[config.mk]
export PLATFORM = sky130hd
export DESIGN_NAME = default_value_regfile
export DESIGN_NICKNAME = d
export VERILOG_FILES = /design/src/rtl/default_regfile_pkg.sv /design/src/rtl/default_regfile_sweep.sv /design/src/rtl/default_value_regfile.sv
export SDC_FILE = /design/constraint.sdc
export NUM_CORES = 1
export LEC_CHECK = 0
export ABC_CLOCK_PERIOD_IN_PS = 2280
export CORE_MARGIN = 10
export CORE_UTILIZATION = 49
export CTS_CLUSTER_SIZE = 20
export DETAILED_ROUTE_END_ITERATION = 8
export HOLD_SLACK_MARGIN = 0.08
export PLACE_DENSITY_LB_ADDON = 0.1
export SLEW_MARGIN = 15
export SYNTH_ARGS = -nofsm -noshare
export SYNTH_HDL_FRONTEND = slang
export SYNTH_SLANG_ARGS = --single-unit
[constraint.sdc]
create_clock -name i_clk -period 2.28 [get_ports i_clk]
set_input_delay 0.684 -clock i_clk [delete_from_list [all_inputs] [get_ports i_clk]]
set_output_delay 0.684 -clock i_clk [all_outputs]
set_load 0.03 [all_outputs]
[src/rtl/default_regfile_pkg.sv]
// default_regfile_pkg
//   Shared types and helpers for the default-value register file.
//   - state_e    : restore-sweep FSM states.
//   - default_of : extracts channel k's default from a packed default vector.
//   - even_par   : even-parity bit of a data word.
//   Optional parity storage in the top is enabled by DEFAULT_REGFILE_PARITY_EN.
package default_regfile_pkg;

   typedef enum logic [1:0] {
      IDLE,
      SWEEP,
      DONE
   } state_e;

   // Upper bounds: 64 channels x 64 bits.
   localparam int MAX_W    = 64;
   localparam int MAX_BITS = 4096;

   function automatic logic [MAX_W-1:0] default_of(input logic [MAX_BITS-1:0] vals,
                                                   input int k,
                                                   input int width);
      logic [MAX_BITS-1:0] shifted;
      logic [MAX_W-1:0]    mask;
      shifted = vals >> (k * width);
      mask    = (width >= MAX_W) ? '1 : ((64'd1 << width) - 64'd1);
      return shifted[MAX_W-1:0] & mask;
   endfunction

   // Parity bit that makes the total count of ones (data + bit) even.
   function automatic logic even_par(input logic [MAX_W-1:0] data);
      return ^data;
   endfunction

endpackage

[src/rtl/default_regfile_sweep.sv]
// default_regfile_sweep
//   Restore-to-default sequencer: IDLE -> SWEEP (NUM_CH cycles) -> DONE -> IDLE.
//   Ports:
//     i_clk, i_rst_n   : clock, asynchronous active-low reset
//     i_restore        : level-sampled start request, honoured only in IDLE
//     o_idle           : state is IDLE (drives write-ready in the top)
//     o_busy           : sweep in progress
//     o_restore_done   : one-cycle pulse after the last channel is restored
//     o_sweep_en       : top must load channel o_sweep_idx with its default
//     o_sweep_idx      : channel being restored this cycle
module default_regfile_sweep
   import default_regfile_pkg::*;
#(
   parameter int NUM_CH = 4,
   parameter int CH_W   = 2
) (
   input  logic            i_clk,
   input  logic            i_rst_n,
   input  logic            i_restore,
   output logic            o_idle,
   output logic            o_busy,
   output logic            o_restore_done,
   output logic            o_sweep_en,
   output logic [CH_W-1:0] o_sweep_idx
);

   localparam logic [CH_W-1:0] LAST = CH_W'(NUM_CH - 1);

   state_e          state;
   logic [CH_W-1:0] idx;
   logic            busy;
   logic            done;

   always_ff @(posedge i_clk or negedge i_rst_n) begin
      if (!i_rst_n) begin
         state <= IDLE;
         idx   <= '0;
         busy  <= 1'b0;
         done  <= 1'b0;
      end else begin
         case (state)
            IDLE: begin
               done <= 1'b0;
               if (i_restore) begin
                  state <= SWEEP;
                  idx   <= '0;
                  busy  <= 1'b1;
               end
            end
            SWEEP: begin
               // Restore requests arriving here are dropped, not queued.
               if (idx == LAST) begin
                  state <= DONE;
                  busy  <= 1'b0;
                  done  <= 1'b1;
               end else begin
                  idx <= idx + CH_W'(1);
               end
            end
            DONE: begin
               done  <= 1'b0;
               state <= IDLE;
            end
            default: begin
               state <= IDLE;
               busy  <= 1'b0;
               done  <= 1'b0;
            end
         endcase
      end
   end

   assign o_idle         = (state == IDLE);
   assign o_busy         = busy;
   assign o_restore_done = done;
   assign o_sweep_en     = busy;
   assign o_sweep_idx    = idx;

endmodule

[src/rtl/default_value_regfile.sv]
// default_value_regfile
//   Bank of NUM_CH registers of WIDTH bits, each returning to its own default
//   (DEFAULT_VAL[k*WIDTH +: WIDTH]) on reset or via a multi-cycle restore sweep.
//   Ports:
//     i_clk, i_rst_n                     : clock, asynchronous active-low reset
//     i_wr_valid/o_wr_ready/i_wr_ch/i_wr_data : write handshake (ready only in IDLE)
//     o_wr_err                           : pulse after an accepted out-of-range write
//     i_restore/o_busy/o_restore_done    : restore sweep control and status
//     i_rd_en/i_rd_ch/o_rd_valid/o_rd_data : registered read, one-cycle latency
//     o_values                           : live flat view of all channels
//   Optional (`define DEFAULT_REGFILE_PARITY_EN):
//     i_par_flip   : invert stored parity on an accepted write
//     o_rd_par_err : stored parity mismatch on the read channel
module default_value_regfile
   import default_regfile_pkg::*;
#(
   parameter int                      NUM_CH      = 4,
   parameter int                      WIDTH       = 8,
   parameter logic [NUM_CH*WIDTH-1:0] DEFAULT_VAL = '0,
   parameter int                      CH_W        = $clog2((NUM_CH > 1) ? NUM_CH : 2)
) (
   input  logic                    i_clk,
   input  logic                    i_rst_n,
`ifdef DEFAULT_REGFILE_PARITY_EN
   input  logic                    i_par_flip,
   output logic                    o_rd_par_err,
`endif
   input  logic                    i_wr_valid,
   output logic                    o_wr_ready,
   input  logic [CH_W-1:0]         i_wr_ch,
   input  logic [WIDTH-1:0]        i_wr_data,
   output logic                    o_wr_err,
   input  logic                    i_restore,
   output logic                    o_busy,
   output logic                    o_restore_done,
   input  logic                    i_rd_en,
   input  logic [CH_W-1:0]         i_rd_ch,
   output logic                    o_rd_valid,
   output logic [WIDTH-1:0]        o_rd_data,
   output logic [NUM_CH*WIDTH-1:0] o_values
);

   logic [WIDTH-1:0] regs     [NUM_CH];
   logic [WIDTH-1:0] defaults [NUM_CH];
   logic             idle;
   logic             sweep_en;
   logic [CH_W-1:0]  sweep_idx;
   logic             wr_fire;
   logic             wr_in_range;
   logic [WIDTH-1:0] rd_mux;

   for (genvar g = 0; g < NUM_CH; g++) begin : g_ch
      assign defaults[g]                  = WIDTH'(default_of(MAX_BITS'(DEFAULT_VAL), g, WIDTH));
      assign o_values[g*WIDTH +: WIDTH]   = regs[g];
   end

   default_regfile_sweep #(
      .NUM_CH (NUM_CH),
      .CH_W   (CH_W)
   ) u_sweep (
      .i_clk          (i_clk),
      .i_rst_n        (i_rst_n),
      .i_restore      (i_restore),
      .o_idle         (idle),
      .o_busy         (o_busy),
      .o_restore_done (o_restore_done),
      .o_sweep_en     (sweep_en),
      .o_sweep_idx    (sweep_idx)
   );

   assign o_wr_ready  = idle;
   assign wr_fire     = i_wr_valid && idle;
   assign wr_in_range = (32'(i_wr_ch) < NUM_CH);

`ifdef DEFAULT_REGFILE_PARITY_EN
   logic par_bits [NUM_CH];
   logic rd_par_mux;
`endif

   // Storage: writes only happen in IDLE and sweep loads only in SWEEP, so the
   // two never target the same cycle. Out-of-range write indices match no k.
   always_ff @(posedge i_clk or negedge i_rst_n) begin
      if (!i_rst_n) begin
         for (int k = 0; k < NUM_CH; k++) begin
            regs[k] <= defaults[k];
`ifdef DEFAULT_REGFILE_PARITY_EN
            par_bits[k] <= even_par(MAX_W'(defaults[k]));
`endif
         end
         o_wr_err <= 1'b0;
      end else begin
         for (int k = 0; k < NUM_CH; k++) begin
            if (sweep_en && (sweep_idx == CH_W'(k))) begin
               regs[k] <= defaults[k];
`ifdef DEFAULT_REGFILE_PARITY_EN
               par_bits[k] <= even_par(MAX_W'(defaults[k]));
`endif
            end else if (wr_fire && (i_wr_ch == CH_W'(k))) begin
               regs[k] <= i_wr_data;
`ifdef DEFAULT_REGFILE_PARITY_EN
               par_bits[k] <= even_par(MAX_W'(i_wr_data)) ^ i_par_flip;
`endif
            end
         end
         o_wr_err <= wr_fire && !wr_in_range;
      end
   end

   // Read select; an index matching no channel yields zero.
   always_comb begin
      rd_mux = '0;
`ifdef DEFAULT_REGFILE_PARITY_EN
      rd_par_mux = 1'b0;
`endif
      for (int k = 0; k < NUM_CH; k++) begin
         if (i_rd_ch == CH_W'(k)) begin
            rd_mux = regs[k];
`ifdef DEFAULT_REGFILE_PARITY_EN
            rd_par_mux = even_par(MAX_W'(regs[k])) ^ par_bits[k];
`endif
         end
      end
   end

   // Read output stage: samples pre-write contents, data held while idle.
   always_ff @(posedge i_clk or negedge i_rst_n) begin
      if (!i_rst_n) begin
         o_rd_valid <= 1'b0;
         o_rd_data  <= '0;
`ifdef DEFAULT_REGFILE_PARITY_EN
         o_rd_par_err <= 1'b0;
`endif
      end else begin
         o_rd_valid <= i_rd_en;
         if (i_rd_en) begin
            o_rd_data <= rd_mux;
         end
`ifdef DEFAULT_REGFILE_PARITY_EN
         o_rd_par_err <= i_rd_en && rd_par_mux;
`endif
      end
   end

endmodule

# Word level (Yosys, flattened, before mapping)
# Cells that the tools add are included.
# word_totals
regBits,47
latch_bits,0
mem_bits_rw,0
mem_bits_ro,0
inputBits,17
n_memories,0
# op_classes
addsub,1
n_mul,0
div_mod_pow,0
order_cmp,0
eq_ne,14
shift,0
mux,23
n_bitwise,1
n_reduce_logical,21
# ops
operator,n
$mux 8,12
$eq 2x2->1 const B,7
$reduce_bool 2->1,5
$logic_and 1x1->1,9
$eq 2x1->1 const B,4
$logic_not 2->1,4
$mux 2,4
$pmux 2 s2,2
$ne 2x2->1 const B,3
$reduce_and 3->1,2
$mux 1,4
$pmux 1 s3,1
$add 2x1->2 const B,1
$reduce_and 2->1,1
$not 1->1,1

# Logic depth before layout (Yosys ltp)
# Gate-level depths: netlist of run 1.
# depth
word_depth,5
depth_mapped,6

# Modules after synthesis
# A second synthesis of run 1 with hierarchy kept.
# hier_totals
hier_cells,220
area_unflattened_um2,2205.9
# modules_own_cells
module,n_inst,cells_per_inst,area_per_inst_um2
default_value_regfile,1,195,1924.3
default_regfile_sweep,1,25,281.5

# Least setup slack after synthesis of run 1
# Ideal clock, no wire load.
# synth_path
kind,input to register
start,in i_rd_ch[0]
end,reg o_rd_data[0]
setup_ns,0.125
arrival_time_ns,1.681
required_time_ns,2.155
path_slack_ns,0.475
stages,3
n_path_buf,1
cell_sequence,buf_2 mux4_2 mux2_2
# synth_via
elab_chain_cells,5
elab_cells_between_ends,8
classes_between,eq/ne: 3; mux: 4; reduce/logical: 1
# synth_rtl
element,line,rtl
start: declaration,default_value_regfile.sv:37,"input logic [CH_W-1:0] i_rd_ch,"
$logic_not 2->1,default_value_regfile.sv:116,if (i_rd_ch == CH_W'(k)) begin
$mux 8 (3 in a row),default_value_regfile.sv:116,
$mux 8 *,default_value_regfile.sv:116,
end signal: assignment,default_value_regfile.sv:136,o_rd_data <= rd_mux;
end: declaration,default_value_regfile.sv:39,"output logic [WIDTH-1:0] o_rd_data,"
# Mark *: on every way between the ends. The rest lies on a longest branch, timed or not.
# A chain may end at the register's enable or synchronous reset.

# Worst setup path in the final report of run 1
# layout_path
start,reg u_sweep.state[0]
end,out o_wr_ready
# layout_via
elab_chain_cells,1
# layout_rtl
element,line,rtl
start: declaration,default_regfile_sweep.sv:29,state_e state;
start signal: assignment,default_regfile_sweep.sv:36,state <= IDLE;
start signal: assignment,default_regfile_sweep.sv:45,state <= SWEEP;
start signal: assignment,default_regfile_sweep.sv:53,state <= DONE;
$logic_not 2->1,default_regfile_sweep.sv:73,assign o_idle = (state == IDLE);
end: declaration,default_value_regfile.sv:29,"output logic o_wr_ready,"
# Every way passes these cells.

==> qor.yml, run 1 <==
first_global_vias: 1906
setup-tns-final_ps: 0
cts_max_level: 2
yosysWarnings: 0
avgViaCountPerCell: 5.569
drive_above_1_share_pct: 18.75
cp_max_fo: 2
fin_ws_ps: 84.98
grt_setup_unrepaired: "false"
drc: 0
p_comb_share_pct: 52.6
synth.area.top_cells: "dfrtp_1 49%, nand2_1 8.2%, mux4_2 7.5%"
overflow: 0
wire_per_inst_um: 17.86
postRouteAntennaNets: 0
vias: 1888
core_um2: 4723
finalHoldViolations: 0
finClkSkew_ps: 10.04
clockRootBuffer: "clkbuf_8"
path_cells: "nor2_1 -> clkdlybuf4s50_1"
p_seq_share_pct: 32.6
rows: 25
dr.first_iter.drc_count: 59
path_clk_slew_ps: 80
wl_um: 6056
switchingPower_mw: 1.810
dr.pass1.iters: 5
synth-main-ff-cell: "dfrtp_1"
cp_num_cells: 2
min_path_type: "primary input to asynchronous set/reset pin"
powerDensity_nw_per_um2: 1322
place_ws_ps: 34.58
clk-insertion-delay-late_ps: 300
clkPwrFrac_pct: 14.8
swShare_pct: 42.45
place_area_um2: 3108
fin_nets: 292
synth-seq-cells: 47
syn_to_final_growth_pct: 34.76
syn_nets: 230
crit_required_ps: 1600
max_freq_mhz: 455.6
synthCells: 209
grt_max_degree: 48
cts-buffers-inserted: 5
netlist_top_cells_count: "52 x nand2_1, 47 x dfrtp_1, 16 x mux2i_1"
cts_tree: "yes"
drv_cap: 0
port_buffers: 60
cp-start-kind: "flip-flop"
final_area_um2: 3226
internal-power_mw: 2.453
yosysTopAreaCell: "dfrtp_1"
floorplan.die.width_um: 89.89
gp_congestion: 0.7347
hpwl_um: 4290
cts_resized: 0
yosysMostFrequentCell: "nand2_1"
synth_cell_types: 30
fin_crit_sh_pct: 96.27
synth_edf_count: 0
slowest_delay_ps: 700
peakVddDrop_mv: 0.7915
ys_seq_area_share_pct: 49.14
cts_num_sinks: 47
cp_slowest_cell: "clkdlybuf4s50_1"
ctsHoldBuffers: 0
reg2regPathDepth: 4
grt_pass1_wl_um: 10090
ios: 62
antennaDiodeCount: 0
crit_type: "flip-flop to output pin"
crit_arrival_ps: 1510
grt.total_usage_pct: 14.96
synthArstFlopShare_pct: 100.0
start_util_pct: 50.68
synth.top_cell.area_share_pct: 49.14
period_needed_ps: 2195
clk_path_buf_depth: 2
die-area_um2: 8080
slew_violations: 0
power.leakage_nw: 1.524
path_buf_inv: 1
worstMarginPinSlew_ps: 678.2
holdWs_ps: 348.7
status: "finished, final reports clean"
die-height_um: 89.89
critPathTopFamily: "buffers and inverters"
cts_setup_buffers: 0
worst_setup_path_end_kind: "output pin"
syn_area_per_cell_um2: 11.45
setup_viol: 0
relSlewSlack_pct: 54.68
antenna_found_initial: 0
syn-cell-area_um2: 2394
-- cells in the final DEF (no fill, tap or decap), types with 2 or more instances in the layout --
cell type,instances
buf_12,3
a21oi_1,2
clkbuf_8,6
nor3_1,2
nand2_1,52
o31ai_1,8
buf_4,10
o21ai_0,4
nand2b_1,2
dfrtp_1,47
ha_1,4
mux2_2,8
mux2i_1,16
o211ai_1,14
mux4_2,8
o31ai_2,8
o211ai_2,2
inv_1,3
nor2_1,3
clkdlybuf4s50_1,59
-- worst paths after layout --
| check | slack [ps] | from | to |
|---|---|---|---|
| setup / recovery | 80 | u_sweep.state[0] | o_wr_ready |
| hold / removal | 350 | i_rst_n | o_values[24] |
| setup reg to reg | 610 | u_sweep.state[0] | o_values[1] |
| hold reg to reg | 510 | o_rd_data[5] | o_rd_data[5] |
| max in group asynchronous | 1700 | i_rst_n | u_sweep.o_busy |
| min in group i_clk | 510 | o_rd_data[5] | o_rd_data[5] |
-- routing by layer --
layer | global-route usage [%] | wire (um) | vias to the layer above
met5 | 0 | 0 | -
met2 | 25.73 | 2943 | 70
met1 | 18.00 | 2599 | 931
li1 | - | - | 877
met4 | 3.979 | 106 | 0
met3 | 3.990 | 407 | 10
-- layout make-up --
class	count	area (um^2)
fill	369	1498
sequential	47	1176
multi-input combinational	141	1106
timing repair buffer	73	730.7
tap	67	83.83
clock buffer	6	82.58
clock inverter	2	35.03
inverter	3	11.26
-- state kept, by name, indices dropped and copies added (netlist names) --
register,cells
u_sweep.o_busy,1
o_rd_data,8
u_sweep.o_sweep_idx,2
o_rd_valid,1
u_sweep.state,2
u_sweep.o_restore_done,1
o_values,32
-- logic make-up (layout without fill, tap and decap cells) --
family	count (synthesis)	after routing	share of synthesized area, %
flip-flops	47	47	49.14
AO/OA/AOI/OAI	39	39	13.75
other	1	1	0.1567
adder cells (fa/ha/maj)	4	4	2.091
AND/OR/NAND/NOR	65	65	12.23
buffers and inverters	21	84	4.652
multiplexers	32	32	17.98
-- metrics by stage --
stage               util, %  total power, mW  instances
floorplan                 -            2.749        209
global placement      65.80            3.611        331
detailed placement    65.80            3.675        331
CTS                   68.29            4.313        339
global route          68.29            4.529        339
finish                68.29            4.263        339
-- power by group through the flow --
stage	clock, mW	combinational [mW]	sequential (mW)
after floorplan	0	0.802	1.95
after global placement	0	2.21	1.41
after detailed placement	0	2.26	1.41
after CTS	0.645	2.27	1.40
after global routing	0.671	2.42	1.44
final	0.630	2.24	1.39
(Power assumes the default switching activity.)
==> inputs of run 2 (changes only) <==
--- a/config.mk
+++ b/config.mk
@@ -5,7 +5,7 @@
 export SDC_FILE = /design/constraint.sdc
 export NUM_CORES = 1
 export LEC_CHECK = 0
-export ABC_CLOCK_PERIOD_IN_PS = 2280
+export ABC_CLOCK_PERIOD_IN_PS = 2200
 export CORE_MARGIN = 10
 export CORE_UTILIZATION = 49
 export CTS_CLUSTER_SIZE = 20
==> constraint.sdc (replaced) <==
create_clock -name i_clk -period 2.2 [get_ports i_clk]
set_input_delay 0.66 -clock i_clk [delete_from_list [all_inputs] [get_ports i_clk]]
set_output_delay 0.66 -clock i_clk [all_outputs]
set_load 0.03 [all_outputs]
==> run 2 against run 1 <==
Compared with the run above: clock-buffer cell count up 2; sequential share of layout area about the same; via count down 2.8%; design area about the same; combinational power up 3%; sequential power up 4%; critical path depth down 1; final cell count up 0.29%; flip-flop and latch count unchanged; register-to-register slack worse by 120 ps; critical endpoint is now o_busy.
==> qor.yml, run 2 (synthesis gave the netlist of run 1 again) <==
cts-buffers-inserted: 5
peakVddDrop_mv: 0.7865
antenna_found_initial: 0
cp-start-kind: "flip-flop"
fin_nets: 293
slew_violations: 0
p_total_mw: 4.328
crit_arrival_ps: 1450
worstMarginPinSlew_ps: 609.2
rows: 25
cts_tree: "yes"
clk_path_buf_depth: 2
path_clk_slew_ps: 90
start_util_pct: 50.68
p_comb_share_pct: 53.2
overflow: 0
largest_reg_flops: 32
wl_um: 6028
relSlewSlack_pct: 59.29
wire_per_inst_um: 17.73
antennaDiodeCount: 0
reg2regPathDepth: 4
power.leakage_nw: 1.525
internal-power_mw: 2.461
hpwl_um: 4299
cts_num_sinks: 47
r2r_end: "o_values[4]"
wl_met3_um: 356
powerDensity_nw_per_um2: 1341
path_buf_inv: 1
syn_to_final_growth_pct: 34.81
dr.pass1.iters: 5
core_um2: 4723
dr.first_iter.drc_count: 122
clk-insertion-delay-late_ps: 300
finalHoldViolations: 0
crit_type: "flip-flop to output pin"
die-height_um: 89.89
r2r_start: "u_sweep.state[0]"
cp_slowest_cell: "clkdlybuf4s50_1"
p_seq_share_pct: 33.5
top_layer: "met4"
cp_max_fo: 6
grt_pass1_wl_um: 10080
r2r_slack_ps: 490
fin_crit_sh_pct: 96.13
gp_congestion: 0.7310
port_buffers: 60
die-area_um2: 8080
clockRootBuffer: "clkbuf_8"
cts_resized: 1
slowest_delay_ps: 710
worst_setup_path_end_kind: "output pin"
clkPwrFrac_pct: 13.2
switchingPower_mw: 1.867
min_path_type: "primary input to asynchronous set/reset pin"
ctsHoldBuffers: 0
final_cell_mix: "58 x clkdlybuf4s50_1, 52 x nand2_1, 47 x dfrtp_1, 16 x mux2i_1, 14 x o211ai_1"
first_global_vias: 1894
ios: 62
holdWs_ps: 326.6
floorplan.die.width_um: 89.89
drv_cap: 0
critPathTopFamily: "buffers and inverters"
max_freq_mhz: 472.8
dr_wl_met2_um: 3079
drc: 0
period_needed_ps: 2115
drive_above_1_share_pct: 18.68
status: "finished, final reports clean"
wl_met1_um: 2555
postRouteAntennaNets: 0
crit_required_ps: 1540
swShare_pct: 43.14
avgViaCountPerCell: 5.400
grt.total_usage_pct: 15.10
path_cells: "clkdlybuf4s50_1"
finClkSkew_ps: 3.038
cts_max_level: 2
cts_setup_buffers: 0
setup_viol: 0
vias: 1836
grt_max_degree: 48
layout_commonest_cell: "clkdlybuf4s50_1"
grt_setup_unrepaired: "false"
==> run 2: power by group through the flow <==
stage | logic [mW] | clock network, mW | registers, mW
floorplan | 0.831 | 0 | 2.02
global placement | 2.30 | 0 | 1.46
detailed placement | 2.34 | 0 | 1.47
CTS | 2.34 | 0.588 | 1.45
global route | 2.48 | 0.622 | 1.51
finish | 2.30 | 0.572 | 1.45
==> run 2: how the worst max path moves through the flow <==
stage               cells past startpoint            to  slack [ps]           start
floorplan                               3  o_rd_data[0]         420      i_rd_ch[0]
global placement                        4  o_rd_data[4]           3      i_rd_ch[0]
detailed placement                      4   o_values[4]         -40      i_wr_valid
CTS                                     1        o_busy          70  u_sweep.o_busy
global route                            1        o_busy          20  u_sweep.o_busy
finish                                  1        o_busy          90  u_sweep.o_busy
==> run 2: final cells by class <==
class                           count  area (um^2)
Inverter                            3        11.26
Sequential cell                    47         1176
Timing Repair Buffer               74        749.5
Tap cell                           67        83.83
Clock buffer                        8        100.1
Fill cell                         378         1496
Multi-Input combinational cell    141         1106
==> run 2: per-stage QoR <==
step	cell area, um^2	worst slack [ps]	std cells	TNS [ps]	utilization [%]
CTS	3227	67.66	340	0	68.32
global route	3227	22.48	340	0	68.32
finish	3227	85.10	340	0	68.32
global placement	3128	3.438	332	0	66.23
detailed placement	3128	-35.26	332	-89.95	66.23
floorplan	2394	418.6	209	0	-
==> run 2: per-layer routing <==
layer	up-vias	global-route usage, %
met4	0	3.581
met3	4	4.323
met1	903	18.29
met5	-	0
met2	55	25.79
li1	874	-
==> inputs of run 3 (changes only) <==
--- a/config.mk
+++ b/config.mk
@@ -7,11 +7,11 @@
 export LEC_CHECK = 0
 export ABC_CLOCK_PERIOD_IN_PS = 2200
 export CORE_MARGIN = 10
-export CORE_UTILIZATION = 49
+export CORE_UTILIZATION = 40
 export CTS_CLUSTER_SIZE = 20
 export DETAILED_ROUTE_END_ITERATION = 8
 export HOLD_SLACK_MARGIN = 0.08
-export PLACE_DENSITY_LB_ADDON = 0.1
+export PLACE_DENSITY = 0.78
 export SLEW_MARGIN = 15
 export SYNTH_ARGS = -nofsm -noshare
 export SYNTH_HDL_FRONTEND = slang
==> run 3 against run 2 <==
Compared with the run above: non-clock buffer count fell by 2; clock power up 13%; fmax grew 0.78%; clock-buffer cell count fell by 2; critical path type unchanged; largest cell class unchanged; highest routed layer unchanged.
==> qor.yml, run 3 (synthesis gave the netlist of run 1 again) <==
largest_reg_flops: 32
path_buf_inv: 1
multiInputGateArea_um2: 1106
fin_crit_sh_pct: 95.39
powerDensity_nw_per_um2: 1368
grt_max_degree: 33
cts-buffers-inserted: 5
wire_per_inst_um: 17.65
post-route-util_pct: 55.22
cp_max_fo: 6
p_comb_share_pct: 52.4
first_global_vias: 1906
setup-tns-final_ps: 0
fin_nets: 291
grt_use_met1_pct: 14.64
start_util_pct: 40.91
finClkSkew_ps: 7.367
overflow: 0
cts_num_sinks: 47
cts_setup_buffers: 0
dr.first_iter.drc_count: 126
layout_commonest_cell: "clkdlybuf4s50_1"
slowest_delay_ps: 710
postRouteAntennaNets: 0
worst_setup_path_end_kind: "output pin"
die-area_um2: 9478
period_needed_ps: 2099
crit_required_ps: 1540
clockRootBuffer: "clkbuf_8"
cts_resized: 0
finalHoldViolations: 0
power.leakage_nw: 1.530
clkPwrFrac_pct: 14.7
ios: 62
die-height_um: 97.36
cp-start-kind: "flip-flop"
r2r_slack_ps: 490
syn_to_final_growth_pct: 34.97
p_total_mw: 4.419
floorplan.die.width_um: 97.36
clk_path_buf_depth: 2
avgViaCountPerCell: 5.327
drive_above_1_share_pct: 18.45
crit_arrival_ps: 1440
seq_area_um2: 1176
ctsHoldBuffers: 0
min_path_type: "primary input to asynchronous set/reset pin"
crit_type: "flip-flop to output pin"
peakVddDrop_mv: 0.6557
antennaDiodeCount: 0
grt.total_usage_pct: 12.72
cts_tree: "yes"
gp_congestion: 0.7527
grt_setup_unrepaired: "false"
port_buffers: 60
holdWs_ps: 317.9
drc: 0
p_seq_share_pct: 33.0
switchingPower_mw: 1.879
slew_violations: 0
clk-insertion-delay-late_ps: 290
swShare_pct: 42.52
drv_cap: 0
n_fill_cell: 488
top_usage_layer: "met2"
path_clk_slew_ps: 90
grt_use_met3_pct: 3.129
core_um2: 5851
worstMarginPinSlew_ps: 630.0
internal-power_mw: 2.540
cp_slowest_cell: "clkdlybuf4s50_1"
antenna_found_initial: 0
critPathTopFamily: "buffers and inverters"
final_cell_mix: "58 x clkdlybuf4s50_1, 52 x nand2_1, 47 x dfrtp_1, 16 x mux2i_1, 14 x o211ai_1"
dr.pass1.iters: 4
grt.met2_usage_pct: 22.33
max_freq_mhz: 476.5
cts_max_level: 2
grt_pass1_wl_um: 10060
hpwl_um: 4537
rows: 28
relSlewSlack_pct: 57.90
vias: 1843
path_cells: "clkdlybuf4s50_1"
setup_viol: 0
wl_um: 6107
status: "finished, final reports clean"
run 3: cell count changes in the layout (fill, tap and decap cells not counted), sizes merged:
cell | previous run | this run
bufinv | 0 | 1
clkbuf | 8 | 6
dlymetal6s2s | 0 | 1
dlygate4sd2 | 1 | 0
clkinv | 0 | 1
buf | 15 | 13
run 3: worst paths after layout:
| kind | depth (start not counted) | from | endpoint |
|---|---|---|---|
| max | 1 | u_sweep.o_busy | o_busy |
| min | 1 | i_rst_n | o_values[9] |
| max reg2reg | 4 | u_sweep.state[0] | o_values[3] |
| min reg2reg | 1 | o_rd_data[0] | o_rd_data[0] |
| max in group asynchronous | 2 | i_rst_n | u_sweep.o_sweep_idx[1] |
| min in group i_clk | 1 | o_rd_data[0] | o_rd_data[0] |
run 3: power by group through the flow:
| stage | clock (mW) | combinational [mW] | sequential (mW) |
|---|---|---|---|
| after floorplan | 0 | 0.831 | 2.02 |
| after global placement | 0 | 2.28 | 1.47 |
| after detailed placement | 0 | 2.34 | 1.48 |
| after CTS | 0.663 | 2.35 | 1.46 |
| after global routing | 0.703 | 2.48 | 1.51 |
| final | 0.648 | 2.31 | 1.46 |
run 3: worst reg2reg max path: cells and delay by family (launching register included):
kind	cells	cell delay, ps
AOI/OAI and AO/OA	1	220
buffers and inverters	2	360
DFF	1	380
and+or+nand+nor	1	670
run 3: metrics by stage:
stage / instance area (um^2) / std cells / setup slack (ps)
2_1_floorplan: 2394 / 209 / 418.6
6_report: 3231 / 346 / 101.4
3_3_place_gp: 3110 / 338 / -0.1830
3_5_place_dp: 3110 / 338 / -53.26
4_1_cts: 3228 / 346 / 6.310
5_1_grt: 3231 / 346 / 24.64
run 3: final cells by class:
class / count / area share (%)
Tap cell: 75 / 2.905
Timing Repair Buffer: 72 / 22.46
Sequential cell: 47 / 36.41
Clock inverter: 2 / 1.084
Multi-Input combinational cell: 141 / 34.24
Clock buffer: 6 / 2.556
Inverter: 3 / 0.3486
run 3: metal layers:
metal	up-vias	wire length, um
met4	0	104
met3	8	317
li1	866	-
met1	918	2510
met2	51	3175
met5	-	0
